File: src/rtl/phase_shift_loader.sv
`default_nettype none
// ============================================================================
//  Module   : phase_shift_loader
//  Purpose  : Buffers one frame of phase words from the lookup stage, shifts it
//             serially (last element first, MSB first) into the T/R phase
//             shifter chain and strobes a common latch enable.
//  Revision : 1.0  initial release
// ============================================================================
module phase_shift_loader #(
    parameter int N_ELEM = 16,
    parameter int PW     = 5,
    parameter int DIV    = 4
) (
    input  logic          clk,
    input  logic          rst,
    input  logic          en,
    input  logic          ph_valid,
    input  logic [PW-1:0] ph_in,
    output logic          ph_ready,
    output logic          sclk,
    output logic          sdata,
    output logic          sle,
    output logic          busy,
    output logic          done
);

    localparam int c_idx_w  = (N_ELEM > 1) ? $clog2(N_ELEM) : 1;
    localparam int c_elem_w = $clog2(N_ELEM + 1);
    localparam int c_bit_w  = (PW > 1) ? $clog2(PW) : 1;
    localparam int c_div_w  = $clog2(DIV) + 1;

    localparam logic [c_elem_w-1:0] c_elem_last   = c_elem_w'(N_ELEM - 1);
    localparam logic [c_bit_w-1:0]  c_bit_last    = c_bit_w'(PW - 1);
    localparam logic [c_div_w-1:0]  c_div_bit_end = c_div_w'(2 * DIV - 1);
    localparam logic [c_div_w-1:0]  c_div_lo_end  = c_div_w'(DIV - 1);

    typedef enum logic [2:0] {
        S_IDLE  = 3'd0,
        S_FILL  = 3'd1,
        S_SHIFT = 3'd2,
        S_LATCH = 3'd3,
        S_DONE  = 3'd4
    } state_t;

    state_t                state_q,    state_d;
    logic [c_elem_w-1:0]   elem_cnt_q, elem_cnt_d;
    logic [c_bit_w-1:0]    bit_cnt_q,  bit_cnt_d;
    logic [c_div_w-1:0]    div_cnt_q,  div_cnt_d;
    logic                  ph_ready_q, ph_ready_d;
    logic                  sclk_q,     sclk_d;
    logic                  sdata_q,    sdata_d;
    logic                  sle_q,      sle_d;
    logic                  busy_q,     busy_d;
    logic                  done_q,     done_d;
    logic [PW-1:0]         buf_q [N_ELEM];
    logic [PW-1:0]         buf_d [N_ELEM];

    logic [c_idx_w-1:0]    w_wr_idx;
    logic                  w_word_end;
    logic [c_elem_w-1:0]   w_nxt_elem;
    logic [c_bit_w-1:0]    w_nxt_bit;
    logic [PW-1:0]         w_rd_word;
    logic                  w_rd_bit;

    assign w_wr_idx   = elem_cnt_q[c_idx_w-1:0];

    // Bit that will be on sdata once the current bit period ends; derived only
    // from registered counters so the next-state logic stays loop-free.
    assign w_word_end = (bit_cnt_q == c_bit_last);
    assign w_nxt_elem = w_word_end ? (elem_cnt_q - 1'b1) : elem_cnt_q;
    assign w_nxt_bit  = w_word_end ? '0 : (bit_cnt_q + 1'b1);
    assign w_rd_word  = buf_q[w_nxt_elem[c_idx_w-1:0]];
    assign w_rd_bit   = w_rd_word[c_bit_last - w_nxt_bit];

    always_comb begin
        state_d    = state_q;
        elem_cnt_d = elem_cnt_q;
        bit_cnt_d  = bit_cnt_q;
        div_cnt_d  = div_cnt_q;
        ph_ready_d = 1'b0;
        sclk_d     = 1'b0;
        sdata_d    = 1'b0;
        sle_d      = 1'b0;
        busy_d     = busy_q;
        done_d     = 1'b0;
        buf_d      = buf_q;

        case (state_q)
            S_IDLE: begin
                busy_d = 1'b0;
                if (en) begin
                    state_d    = S_FILL;
                    busy_d     = 1'b1;
                    ph_ready_d = 1'b1;
                    elem_cnt_d = '0;
                end
            end

            S_FILL: begin
                busy_d     = 1'b1;
                ph_ready_d = 1'b1;
                if (ph_valid && ph_ready_q) begin
                    buf_d[w_wr_idx] = ph_in;
                    if (elem_cnt_q == c_elem_last) begin
                        // The word arriving now is the first one shifted out.
                        state_d    = S_SHIFT;
                        ph_ready_d = 1'b0;
                        bit_cnt_d  = '0;
                        div_cnt_d  = '0;
                        sdata_d    = ph_in[PW-1];
                    end else begin
                        elem_cnt_d = elem_cnt_q + 1'b1;
                    end
                end
            end

            S_SHIFT: begin
                busy_d = 1'b1;
                if (div_cnt_q == c_div_bit_end) begin
                    div_cnt_d = '0;
                    bit_cnt_d = w_nxt_bit;
                    if (w_word_end && (elem_cnt_q == '0)) begin
                        state_d = S_LATCH;
                        sle_d   = 1'b1;
                    end else begin
                        elem_cnt_d = w_nxt_elem;
                        sdata_d    = w_rd_bit;
                    end
                end else begin
                    div_cnt_d = div_cnt_q + 1'b1;
                    sclk_d    = (div_cnt_q >= c_div_lo_end);
                    sdata_d   = sdata_q;
                end
            end

            S_LATCH: begin
                busy_d = 1'b1;
                sle_d  = 1'b1;
                if (div_cnt_q == c_div_lo_end) begin
                    state_d   = S_DONE;
                    sle_d     = 1'b0;
                    done_d    = 1'b1;
                    busy_d    = 1'b0;
                    div_cnt_d = '0;
                end else begin
                    div_cnt_d = div_cnt_q + 1'b1;
                end
            end

            S_DONE: begin
                state_d = S_IDLE;
                busy_d  = 1'b0;
            end

            default: begin
                state_d = S_IDLE;
                busy_d  = 1'b0;
            end
        endcase
    end

    always_ff @(posedge clk) begin
        if (rst) begin
            state_q    <= S_IDLE;
            elem_cnt_q <= '0;
            bit_cnt_q  <= '0;
            div_cnt_q  <= '0;
            ph_ready_q <= 1'b0;
            sclk_q     <= 1'b0;
            sdata_q    <= 1'b0;
            sle_q      <= 1'b0;
            busy_q     <= 1'b0;
            done_q     <= 1'b0;
        end else begin
            state_q    <= state_d;
            elem_cnt_q <= elem_cnt_d;
            bit_cnt_q  <= bit_cnt_d;
            div_cnt_q  <= div_cnt_d;
            ph_ready_q <= ph_ready_d;
            sclk_q     <= sclk_d;
            sdata_q    <= sdata_d;
            sle_q      <= sle_d;
            busy_q     <= busy_d;
            done_q     <= done_d;
        end
    end

    // Frame storage carries no reset; sdata only ever reads it during SHIFT.
    always_ff @(posedge clk) begin
        buf_q <= buf_d;
    end

    assign ph_ready = ph_ready_q;
    assign sclk     = sclk_q;
    assign sdata    = sdata_q;
    assign sle      = sle_q;
    assign busy     = busy_q;
    assign done     = done_q;

endmodule
`default_nettype wire

File: config.mk
export PLATFORM = sky130hd
export DESIGN_NAME = phase_shift_loader
export DESIGN_NICKNAME = d
export VERILOG_FILES = /design/src/rtl/phase_shift_loader.sv
export SDC_FILE = /design/constraint.sdc
export NUM_CORES = 1
export LEC_CHECK = 0
export BUFFER_PORTS_ARGS = -buffer_cell sky130_fd_sc_hd__buf_2
export CORE_ASPECT_RATIO = 1.75
export CORE_MARGIN = 2
export CORE_UTILIZATION = 60
export CTS_CLUSTER_SIZE = 30
export DETAILED_ROUTE_END_ITERATION = 10
export PLACE_DENSITY_LB_ADDON = 0.2
export SYNTH_ARGS = -nofsm -noshare
export SYNTH_HDL_FRONTEND = slang
export SYNTH_SLANG_ARGS = --single-unit
File: constraint.sdc
create_clock -name clk -period 3.95 [get_ports clk]
set_input_delay 0 -clock clk [delete_from_list [all_inputs] [get_ports clk]]
set_output_delay 0 -clock clk [all_outputs]
set_load 0.01 [all_outputs]
== Yosys cells after proc, flatten, opt, wreduce, memory -nomap -nowiden ==
Cells that the tools add are included.
Storage, ports and cells
  RAM bits: 0
  latch bits: 0
  ROM bits: 0
  input bits: 9
  register bits after elaboration: 100
  memories kept: 0
Cells by class
  reduce and logical (&&, ||, !) cells: 17
  add/sub/neg operators: 5
  $mul: 0
  magnitude comparators: 5
  shift-type cells: 0
  mux-type cells: 45
  divide/modulo/power cells: 0
  equality and inequality tests: 16
  bitwise operators: 4
Operator list (count)
  80-bit bitwise mux: 1
  5-bit two-way mux: 9
  3-bit two-way mux: 12
  5-bit binary-select mux with 4-bit select: 1
  5-bit demux with 4-bit select: 1
  2-bit != test, second input constant: 9
  5-bit one-hot mux with 3 select lines: 1
  1-bit two-way mux: 12
  3-bit one-hot mux with 4 select lines: 1
  6-bit AND reduction: 2
  5-bit greater-or-equal comparator, second input constant: 2
  4-bit NOT with 5-bit output: 2
  3-bit by 2-bit == test with 1-bit output, second input constant: 3
  3-bit one-hot mux with 3 select lines: 1
  7-bit AND reduction: 1
  3-bit by 1-bit adder with 3-bit output, second input constant: 2
  3-bit == test, second input constant: 2
  1-bit one-hot mux with 2 select lines: 3
  3-bit one-hot mux with 2 select lines: 1
  3-bit nonzero test: 2
  5-bit by 1-bit adder with 5-bit output, second input constant: 1
  5-bit by 4-bit == test with 1-bit output, second input constant: 1
  5-bit logical NOT: 1
  5-bit by 1-bit < comparator with 1-bit output, second input constant: 1
  16 further kinds: 20

== Logic depth before layout (Yosys ltp) ==
Gate-level depths: netlist of the first run.
  depth after elaboration: 11
  gate-level depth with buffers: 14
  gate-level depth less buffers: 12

== Worst setup path after synthesis of the first run ==
No wires, ideal clock.
  kind: reg-to-reg
  start point: register bit_cnt_q[0]
  end point: register sdata_q (netlist: sdata)
  arrival: 2.406 ns
  slack: 1.427 ns
  setup time: 0.117 ns
  clock period less this slack: 2.523 ns
  data required time: 3.833 ns
  buffers on the path: 2
  cell stages (with the launch flop): 12
  cell sequence: dfxtp_1 > inv_1 > ha_1 > buf_6 > and2_1 > buf_4 > nor2_1 > inv_1 > ha_1 > or3_1 > o31ai_1 > and4b_1
Between the ends
  cells in the longest elaborated chain, start to end: 11
  elaborated cells on any way between the ends: 15
Ends and longest elaborated chain
  start, declared: RTL line 47  | logic [c_bit_w-1:0] bit_cnt_q, bit_cnt_d;
  start signal, assigned: RTL line 177  | bit_cnt_q <= bit_cnt_d;
  3-bit == test: RTL line 69  | assign w_word_end = (bit_cnt_q == c_bit_last);
  5-bit two-way mux: RTL line 70  | assign w_nxt_elem = w_word_end ? (elem_cnt_q - 1'b1) : elem_cnt_q;
  4-bit NOT with 5-bit output (not written as such): RTL line 72  | assign w_rd_word = buf_q[w_nxt_elem[c_idx_w-1:0]];
  5-bit binary-select mux with 4-bit select: RTL line 72
  5-bit two-way mux (not written as such) (2 in series): RTL line 72
  1-bit binary-select mux with 3-bit select: RTL line 73  | assign w_rd_bit = w_rd_word[c_bit_last - w_nxt_bit];
  1-bit two-way mux (not written as such): RTL line 73
  1-bit two-way mux (*): RTL line 122  | if (w_word_end && (elem_cnt_q == '0)) begin
  1-bit two-way mux (*): RTL line 119  | if (div_cnt_q == c_div_bit_end) begin
  1-bit one-hot mux with 2 select lines (*): RTL line 88  | case (state_q)
  end signal, assigned: RTL line 181  | sdata_q <= sdata_d;
  end, declared: RTL line 51  | logic sdata_q, sdata_d;
Mark *: on every way between the ends. The rest lies on a longest branch, timed or not. The select of a mux whose other input is x is not followed.
A chain may end at the register's enable or synchronous reset.

== Worst setup path in the final report of the first run ==
  start point: register elem_cnt_q[1]
  end point: register sdata_q (netlist: sdata)
Between the ends
  cells in the longest elaborated chain, start to end: 11
  elaborated cells on any way between the ends: 16
Ends and longest elaborated chain
  start, declared: RTL line 46  | logic [c_elem_w-1:0] elem_cnt_q, elem_cnt_d;
  start signal, assigned: RTL line 176  | elem_cnt_q <= elem_cnt_d;
  5-bit by 1-bit subtractor with 5-bit output: RTL line 70
  5-bit two-way mux: RTL line 70
  4-bit NOT with 5-bit output (not written as such): RTL line 72
  5-bit binary-select mux with 4-bit select: RTL line 72
  5-bit two-way mux (not written as such) (2 in series): RTL line 72
  1-bit binary-select mux with 3-bit select: RTL line 73
  1-bit two-way mux (not written as such): RTL line 73
  1-bit two-way mux: RTL line 122
  1-bit two-way mux: RTL line 119
  1-bit one-hot mux with 2 select lines (*): RTL line 88
Marks and branches as above.

==> results of run 1 <==
==> cells by family after synthesis <==
family / count (synthesis) / share of synthesized area
muxes: 30 / 0.0866
adders and majority gates: 13 / 0.0336
and+or+nand+nor: 149 / 0.155
DFF: 100 / 0.579
buffers and inverters: 31 / 0.0326
xor gates and xnor gates: 7 / 0.0196
AOI/OAI and AO/OA: 58 / 0.0933
==> stage by stage <==
stage                     cells  hold slack (ps)   util  worst slack, ps
after floorplan             388             98.9      -             1430
after global placement      474              302  0.626             1020
after detailed placement    474              305  0.626              929
after CTS                   491             51.6  0.666              908
after global routing        491             54.4  0.666              722
final                       491             45.6  0.666              872
==> final cells by class <==
cell class | instances | area, sq um
fill | 588 | 2620
clock inverter | 7 | 83.8
timing repair buffer | 15 | 80.1
sequential | 100 | 2800
clock buffer | 9 | 225
inverter | 13 | 48.8
tap | 90 | 113
multi-input combinational | 257 | 1880
==> final timing paths <==
path | to | slack, ps
setup / recovery | sdata$_SDFFE_PP0N_ | 870
hold / removal | buf_q[55]$_DFFE_PP_ | 50
setup reg to reg | sdata$_SDFFE_PP0N_ | 870
hold reg to reg | bit_cnt_q[1]$_SDFFE_PP0P_ | 500
==> metal layers <==
metal	global-route usage	up-vias	part of all wire
met5	0	-	0
met4	0.156	0	0.047
met3	0.0419	34	0.037
met2	0.453	103	0.53
met1	0.292	1527	0.39
li1	-	1482	-
==> cells in the mapped netlist, types with 2 or more instances <==
cell       instances
o21ai_0            5
xor2_1             2
clkbuf_1           6
nand3_1           11
edfxtp_1          80
mux4_1             6
a2111oi_0          3
inv_1             12
or2_2              2
nor2b_1            5
a21oi_1           12
xnor2_2            2
nor4_1             3
ha_1              13
nand2_1           48
mux2_2             7
nor2_1            41
a32oi_1            2
o221ai_1           2
nand2b_1           4
nor3_1             8
buf_2              6
buf_4              2
a211oi_1           4
xnor2_1            2
a311oi_1           3
or3_1              2
o2bb2ai_1          2
buf_6              3
and2_1             5
a22oi_1            4
dfxtp_1           20
o22ai_1            5
nand4_1            8
o31ai_1            2
mux2i_1           16
==> sequential cells by signal, indices dropped and copies added, names as in the netlist <==
| name | cells |
|---|---|
| buf_q | 80 |
| elem_cnt_q | 5 |
| bit_cnt_q | 3 |
| div_cnt_q | 3 |
| state_q | 3 |
| busy | 1 |
| done | 1 |
| ph_ready | 1 |
| sclk | 1 |
| sdata | 1 |
| sle | 1 |
==> power breakdown <==
group	total, uW	switching, uW	internal [uW]	leakage [uW]
Combinational	313	191	122	0.000732
Clock	892	393	499	0.000145
Sequential	1180	30.8	1150	0.000882
==> repair_timing <==
item	4_1_cts	5_1_grt
hold buffers	1	0
hold endpoints to repair	1	0
resized for setup	0	0
setup buffers	0	0
==> worst max-delay path, stage by stage (launching register included) <==
cell and delay, ps:
dfxtp_1 580, inv_1 240, ha_1 490, nand3_2 160
a21boi_4 360, mux4_1 610, nand2_1 80, a21oi_1 70
nand4b_1 190, and4b_1 190
==> out/results.ini, run 1 <==
[power]
p_per_area_nw_per_um2 = 456
peakVddDrop_uv = 436
p_total_uw = 2390
p_leak_uw = 0.00176

[finish]
final_nets = 418
area_growth_pct = 8.12
diodes = 0
final_area_sq_um = 5230
drive_gt1_frac = 0.137
final_common_cell = edfxtp_1
mostFrequentLayoutCells = edfxtp_1, nand2_1, nor2_1

[yosys]
netlist_area_sq_um = 4840
synth_ff_type = edfxtp_1
synth.yosys.seq_area_share = 0.579
synth_top_cell_by_area = edfxtp_1
syn-num-nets = 410
async_flop_share = 0
synth_edf_count = 80
yosys_warnings = 0
ys_ff_latch = 100
synth_cells = 388
synthTopCellsByArea = edfxtp_1, dfxtp_1, nand2_1
synth.avg_cell_area_sq_um = 12.5
synth_top_area_frac = 0.496
yosysUniqueCellTypes = 66

[grt]
grt_max_degree = 27
grt_pass1_vias = 3127
grt.total_usage = 0.259
antenna_found_initial = 0
grt_first_pass_wirelength_um = 16700
overflow = 0

[job]
maxCapViolCount = 0

[critical_path]
worstPathArrival_ps = 3310
critPathMaxFanout = 13
cp.required_ps = 4190
r2r_start = elem_cnt_q[1]$_SDFFE_PP0P_
worstSetupStartpointType = flop
cp-end-kind = flop
crit_type = reg -> reg
cp-startpoint = elem_cnt_q[1]$_SDFFE_PP0P_
ff2ff_path_depth = 9

[timing]
tns_ps = 0
slew_violations = 0
finalClockSkew_ps = 5.76
min_period_over_period = 0.779
relSlewSlack = 0.544
rsz0062_at_grt = false
tightest_slew_ps = 677
maxClockFrequency_ghz = 0.325
setup_viol = 0
period_needed_ps = 3080
hold_viol_final = 0

[routing]
postRouteAntennaNets = 0
via_count = 3146
wl_per_cell_um = 21.6
firstDrtPassIters = 6
drc = 0
drt_iter0_markers = 267
via_per_inst = 6.41
routed_wl_um = 10600

[die]
die_y_um = 123
row_count = 43
core_sq_um = 7860
die_width_um = 71.9
pin_count = 15
start_util = 0.616
dieArea_sq_um = 8830

[clocking]
htreeDepth = 3
cts_tree = built
cts.sinks = 100
clockBufferDepth = 2
cts_made_buffers = 9
insertion_delay_ps = 340
root_buffer = clkbuf_16
path_clk_slew_ps = 70

[placement]
placed_cell_area_sq_um = 4910
io_buffers = 14
dp_hpwl_um = 7650
routabilityCongestion = 0.931

[min_path]
min_from = ph_in[0]
hold_class = in -> reg
hold-path-cell-count = 1

[run_status]
status = complete, no violations

No activity file was read; power rests on OpenSTA's default activity.
==> inputs of run 2 (changes only) <==
- clock period: 3.95 -> 2.9 ns (I/O delays scaled with it)
==> run 2 against run 1 <==
Compared with the run above: maximum frequency up 15%; clock skew about the same; sequential cell count unchanged; largest power group unchanged; highest routed layer unchanged.
==> out/results.ini, run 2 (synthesis gave the netlist of run 1 again) <==
[routing]
firstDrtPassIters = 6
drc = 0
routed_wl_um = 10600
wl_per_cell_um = 21.2
via_count = 3186
via_per_inst = 6.37
drt_iter0_markers = 257
postRouteAntennaNets = 0

[finish]
mostFrequentLayoutCells = edfxtp_1, nand2_1, nor2_1
fin_cells = 500
regMostFlops = buf_q
drive_gt1_frac = 0.154
final_nets = 427
reg_top3 = buf_q (80), elem_cnt_q (5)
multiInputGateArea_sq_um = 1880
final_common_cell = edfxtp_1
largest_reg_flops = 80
final-seq-area_sq_um = 2800
diodes = 0
n_fill_cell = 559
area_growth_pct = 9.30

[critical_path]
worstSetupStartpointType = flop
critPathMaxFanout = 26
cp.required_ps = 3140
ff2ff_path_depth = 10
cp-end-kind = flop
crit_type = reg -> reg
r2r_slack_ps = 230
worstPathArrival_ps = 2910

[power]
p_leak_uw = 0.00180
p_total_uw = 3250
p_per_area_nw_per_um2 = 614
peakVddDrop_uv = 492

[timing]
period_needed_ps = 2670
relSlewSlack = 0.540
hold_viol_final = 0
rsz0062_at_grt = false
min_period_over_period = 0.920
tightest_slew_ps = 690
finalClockSkew_ps = 6.03
slew_violations = 0
tns_ps = 0
maxClockFrequency_ghz = 0.375
setup_viol = 0

[die]
die_y_um = 123
core_sq_um = 7860
dieArea_sq_um = 8830
start_util = 0.616
pin_count = 15
die_width_um = 71.9
row_count = 43

[run_status]
status = complete, no violations

[clocking]
insertion_delay_ps = 350
clockBufferDepth = 2
cts_made_buffers = 9
path_clk_slew_ps = 70
root_buffer = clkbuf_16
cts_tree = built
cts.sinks = 100
htreeDepth = 3

[placement]
io_buffers = 14
dp_hpwl_um = 7550
placedCellCount = 483
routabilityCongestion = 0.966

[grt]
antenna_found_initial = 0
grt_first_pass_wirelength_um = 16600
overflow = 0
grt_max_degree = 27
grt_pass1_vias = 3199
grt.total_usage = 0.260

[min_path]
hold_class = in -> reg
hold-path-cell-count = 1

[job]
maxCapViolCount = 0

==> run 2: area by class of cell <==
| cell class | instances | area share |
|---|---|---|
| flip-flops and latches | 100 | 0.530 |
| multi-input cells | 257 | 0.355 |
| clock buffers | 9 | 0.0426 |
| repair buffers | 24 | 0.0279 |
| well taps | 90 | 0.0213 |
| clock inverters | 7 | 0.0140 |
| inverters | 13 | 0.00922 |
==> run 2: worst paths after layout <==
kind | start | end
worst max register to register | bit_cnt_q[0]$_SDFFE_PP0P_ | sdata$_SDFFE_PP0N_
worst max-delay path | bit_cnt_q[0]$_SDFFE_PP0P_ | sdata$_SDFFE_PP0N_
worst min-delay path | ph_in[1] | buf_q[76]$_DFFE_PP_
worst min register to register | bit_cnt_q[1]$_SDFFE_PP0P_ | bit_cnt_q[1]$_SDFFE_PP0P_
==> run 2: power breakdown <==
part | internal [uW] | leakage [uW] | switching (uW)
Sequential | 1570 | 0.000882 | 29.1
Clock | 673 | 0.000141 | 518
Combinational | 184 | 0.000776 | 275
Total | 2430 | 0.00180 | 822
==> run 2: repair_timing <==
action,4_1_cts,5_1_grt
resized for setup,0,0
hold buffers,1,0
endpoints found under the hold margin,1,0
setup buffers,0,0
==> run 2: routing by layer <==
layer  up-vias  global-route usage  part of all wire
met5         -                   0                 0
met1      1553               0.280              0.37
li1       1486                   -                 -
met3        36              0.0501             0.046
met4         0               0.151             0.042
met2       111               0.466              0.54
==> run 2: critical path, cell delays in order, from the launching register on <==
cell and delay [ps]:
dfxtp_1 340, inv_1 50, ha_1 300, buf_4 210
a21bo_4 240, nand2_8 190, mux4_1 630, mux2i_1 140
mux2_2 170, o311ai_1 90, and4b_1 200
==> run 2: stage by stage <==
| step | hold WS (ps) | instance area [sq um] | utilization | setup slack (ps) |
|---|---|---|---|---|
| floorplan | 98.9 | 4840 | - | 377 |
| global placement | 293 | 4980 | 0.634 | 266 |
| detailed placement | 317 | 4980 | 0.634 | 244 |
| CTS | 35.3 | 5290 | 0.674 | 213 |
| global route | 43.3 | 5290 | 0.674 | 96.3 |
| finish | 32.9 | 5290 | 0.674 | 233 |
==> inputs of run 3 (changes only) <==
- MAX_ROUTING_LAYER: unset -> met4
==> run 3 against run 2 <==
Compared with the run above: total power decreased by 2.9%; combinational power about the same; sequential power about the same; worst setup slack got worse by 110 ps; highest routed layer unchanged; non-clock buffer count decreased by 1; largest power group unchanged; sequential cell count unchanged; critical path type unchanged; wire length increased by 5.5%; clock power decreased by 8%; maximum frequency decreased by 3.8%; die area unchanged.
==> out/results.ini, run 3 (synthesis gave the netlist of run 1 again) <==
[clocking]
clockBufferDepth = 2
htreeDepth = 3
post_cts_buffers = 0
cts.sinks = 100
cts_made_buffers = 9
path_clk_slew_ps = 70
root_buffer = clkbuf_16
cts_tree = built
postCtsHoldBufs = 1
insertion_delay_ps = 350
cts_resized = 0

[finish]
final_util = 0.669
final_nets = 426
reg_top3 = buf_q (80), elem_cnt_q (5)
largest_reg_flops = 80
final_common_cell = edfxtp_1
area_growth_pct = 8.53
n_fill_cell = 572
regMostFlops = buf_q
mostFrequentLayoutCells = edfxtp_1, nand2_1, nor2_1
drive_gt1_frac = 0.147
diodes = 0

[timing]
rsz0062_at_grt = false
relSlewSlack = 0.516
hold_viol_final = 0
setup_viol = 0
maxClockFrequency_ghz = 0.361
finalClockSkew_ps = 9.65
min_period_over_period = 0.956
slew_violations = 0
tns_ps = 0
tightest_slew_ps = 723
period_needed_ps = 2770

[power]
combPwrFrac = 0.145
peakVddDrop_uv = 503
p_per_area_nw_per_um2 = 601
net-switching-power_uw = 825
power_frac_seq = 0.507
p_total_uw = 3160
p_leak_uw = 0.00178
switching_share = 0.261
intPower_uw = 2330
clock_power_share = 0.348

[die]
die_y_um = 123
start_util = 0.616
pin_count = 15
row_count = 43
die_width_um = 71.9
core_sq_um = 7860
dieArea_sq_um = 8830

[critical_path]
crit_slowest_cell = mux4_1
worstSetupStartpointType = flop
cp-end-kind = flop
critPathMaxFanout = 26
r2r_slack_ps = 130
ff2ff_path_depth = 10
slowest_delay_ps = 650
worstPathArrival_ps = 3020
cp.required_ps = 3150
cp_cell_sequence = inv_1, ha_1, buf_4, a21bo_4, nand2_8, mux4_1, mux2i_1, mux2_2, o311ai_1, and4b_1
crit_type = reg -> reg

[min_path]
hold_class = in -> reg
hold-path-cell-count = 1

[routing]
drt_iter0_markers = 308
drc = 0
postRouteAntennaNets = 0
wl_per_cell_um = 22.4
routed_wl_um = 11200
via_count = 3267
via_per_inst = 6.55
firstDrtPassIters = 5

[grt]
grt_max_degree = 27
grt.busiest_layer = met2
grtUsageMet3 = 0.0558
grt_first_pass_wirelength_um = 17300
overflow = 0
grt.total_usage = 0.281
use_met1 = 0.300
antenna_found_initial = 0
grt_pass1_vias = 3277
grtUsageMet2 = 0.480

[placement]
routabilityCongestion = 0.975
dp_hpwl_um = 7850
io_buffers = 14

[run_status]
status = complete, no violations

[job]
maxCapViolCount = 0

[run 3: layout make-up]
| class | instances | area [sq um] | area share |
|---|---|---|---|
| clock buffers | 11 | 233 | 0.0443 |
| clock inverters | 5 | 36.3 | 0.00691 |
| inverters | 13 | 48.8 | 0.00929 |
| multi-input cells | 257 | 1880 | 0.358 |
| flip-flops and latches | 100 | 2800 | 0.533 |
| well taps | 90 | 113 | 0.0214 |
| repair buffers | 23 | 140 | 0.0267 |
[run 3: critical path: cells and delay by family (launching register included)]
| kind | cells | cell delay (ps) |
|---|---|---|
| AO/OA/AOI/OAI | 2 | 340 |
| AND/OR/NAND/NOR | 2 | 390 |
| buffers and inverters | 2 | 260 |
| multiplexers | 3 | 1020 |
| flip-flops | 1 | 350 |
| adder cells (fa/ha/maj) | 1 | 280 |
[run 3: worst paths after layout]
path,from,endpoint
hold / removal,ph_in[1],buf_q[71]$_DFFE_PP_
hold reg to reg,bit_cnt_q[1]$_SDFFE_PP0P_,bit_cnt_q[1]$_SDFFE_PP0P_
setup / recovery,bit_cnt_q[1]$_SDFFE_PP0P_,sdata$_SDFFE_PP0N_
setup reg to reg,bit_cnt_q[1]$_SDFFE_PP0P_,sdata$_SDFFE_PP0N_
[run 3: layer usage]
layer  part of all wire  wire length, um
met5                  0                0
met3              0.059              661
met2               0.53             5970
met1               0.35             3900
met4              0.057              641
[run 3: per-stage QoR]
step	setup slack [ps]	instance area (sq um)	cells	hold slack, ps
after global routing	70.9	5250	499	44.7
after CTS	123	5250	499	33.3
final	128	5250	499	35.1
after global placement	209	4970	482	295
after detailed placement	144	4970	482	292
after floorplan	377	4840	388	98.9
[run 3: power groups by stage]
stage / clock network [uW] / registers (uW) / logic (uW)
4_1_cts: 1110 / 1600 / 451
3_3_place_gp: 0 / 1630 / 438
2_1_floorplan: 0 / 1610 / 344
5_1_grt: 1170 / 1600 / 495
3_5_place_dp: 0 / 1630 / 447
6_report: 1100 / 1600 / 459
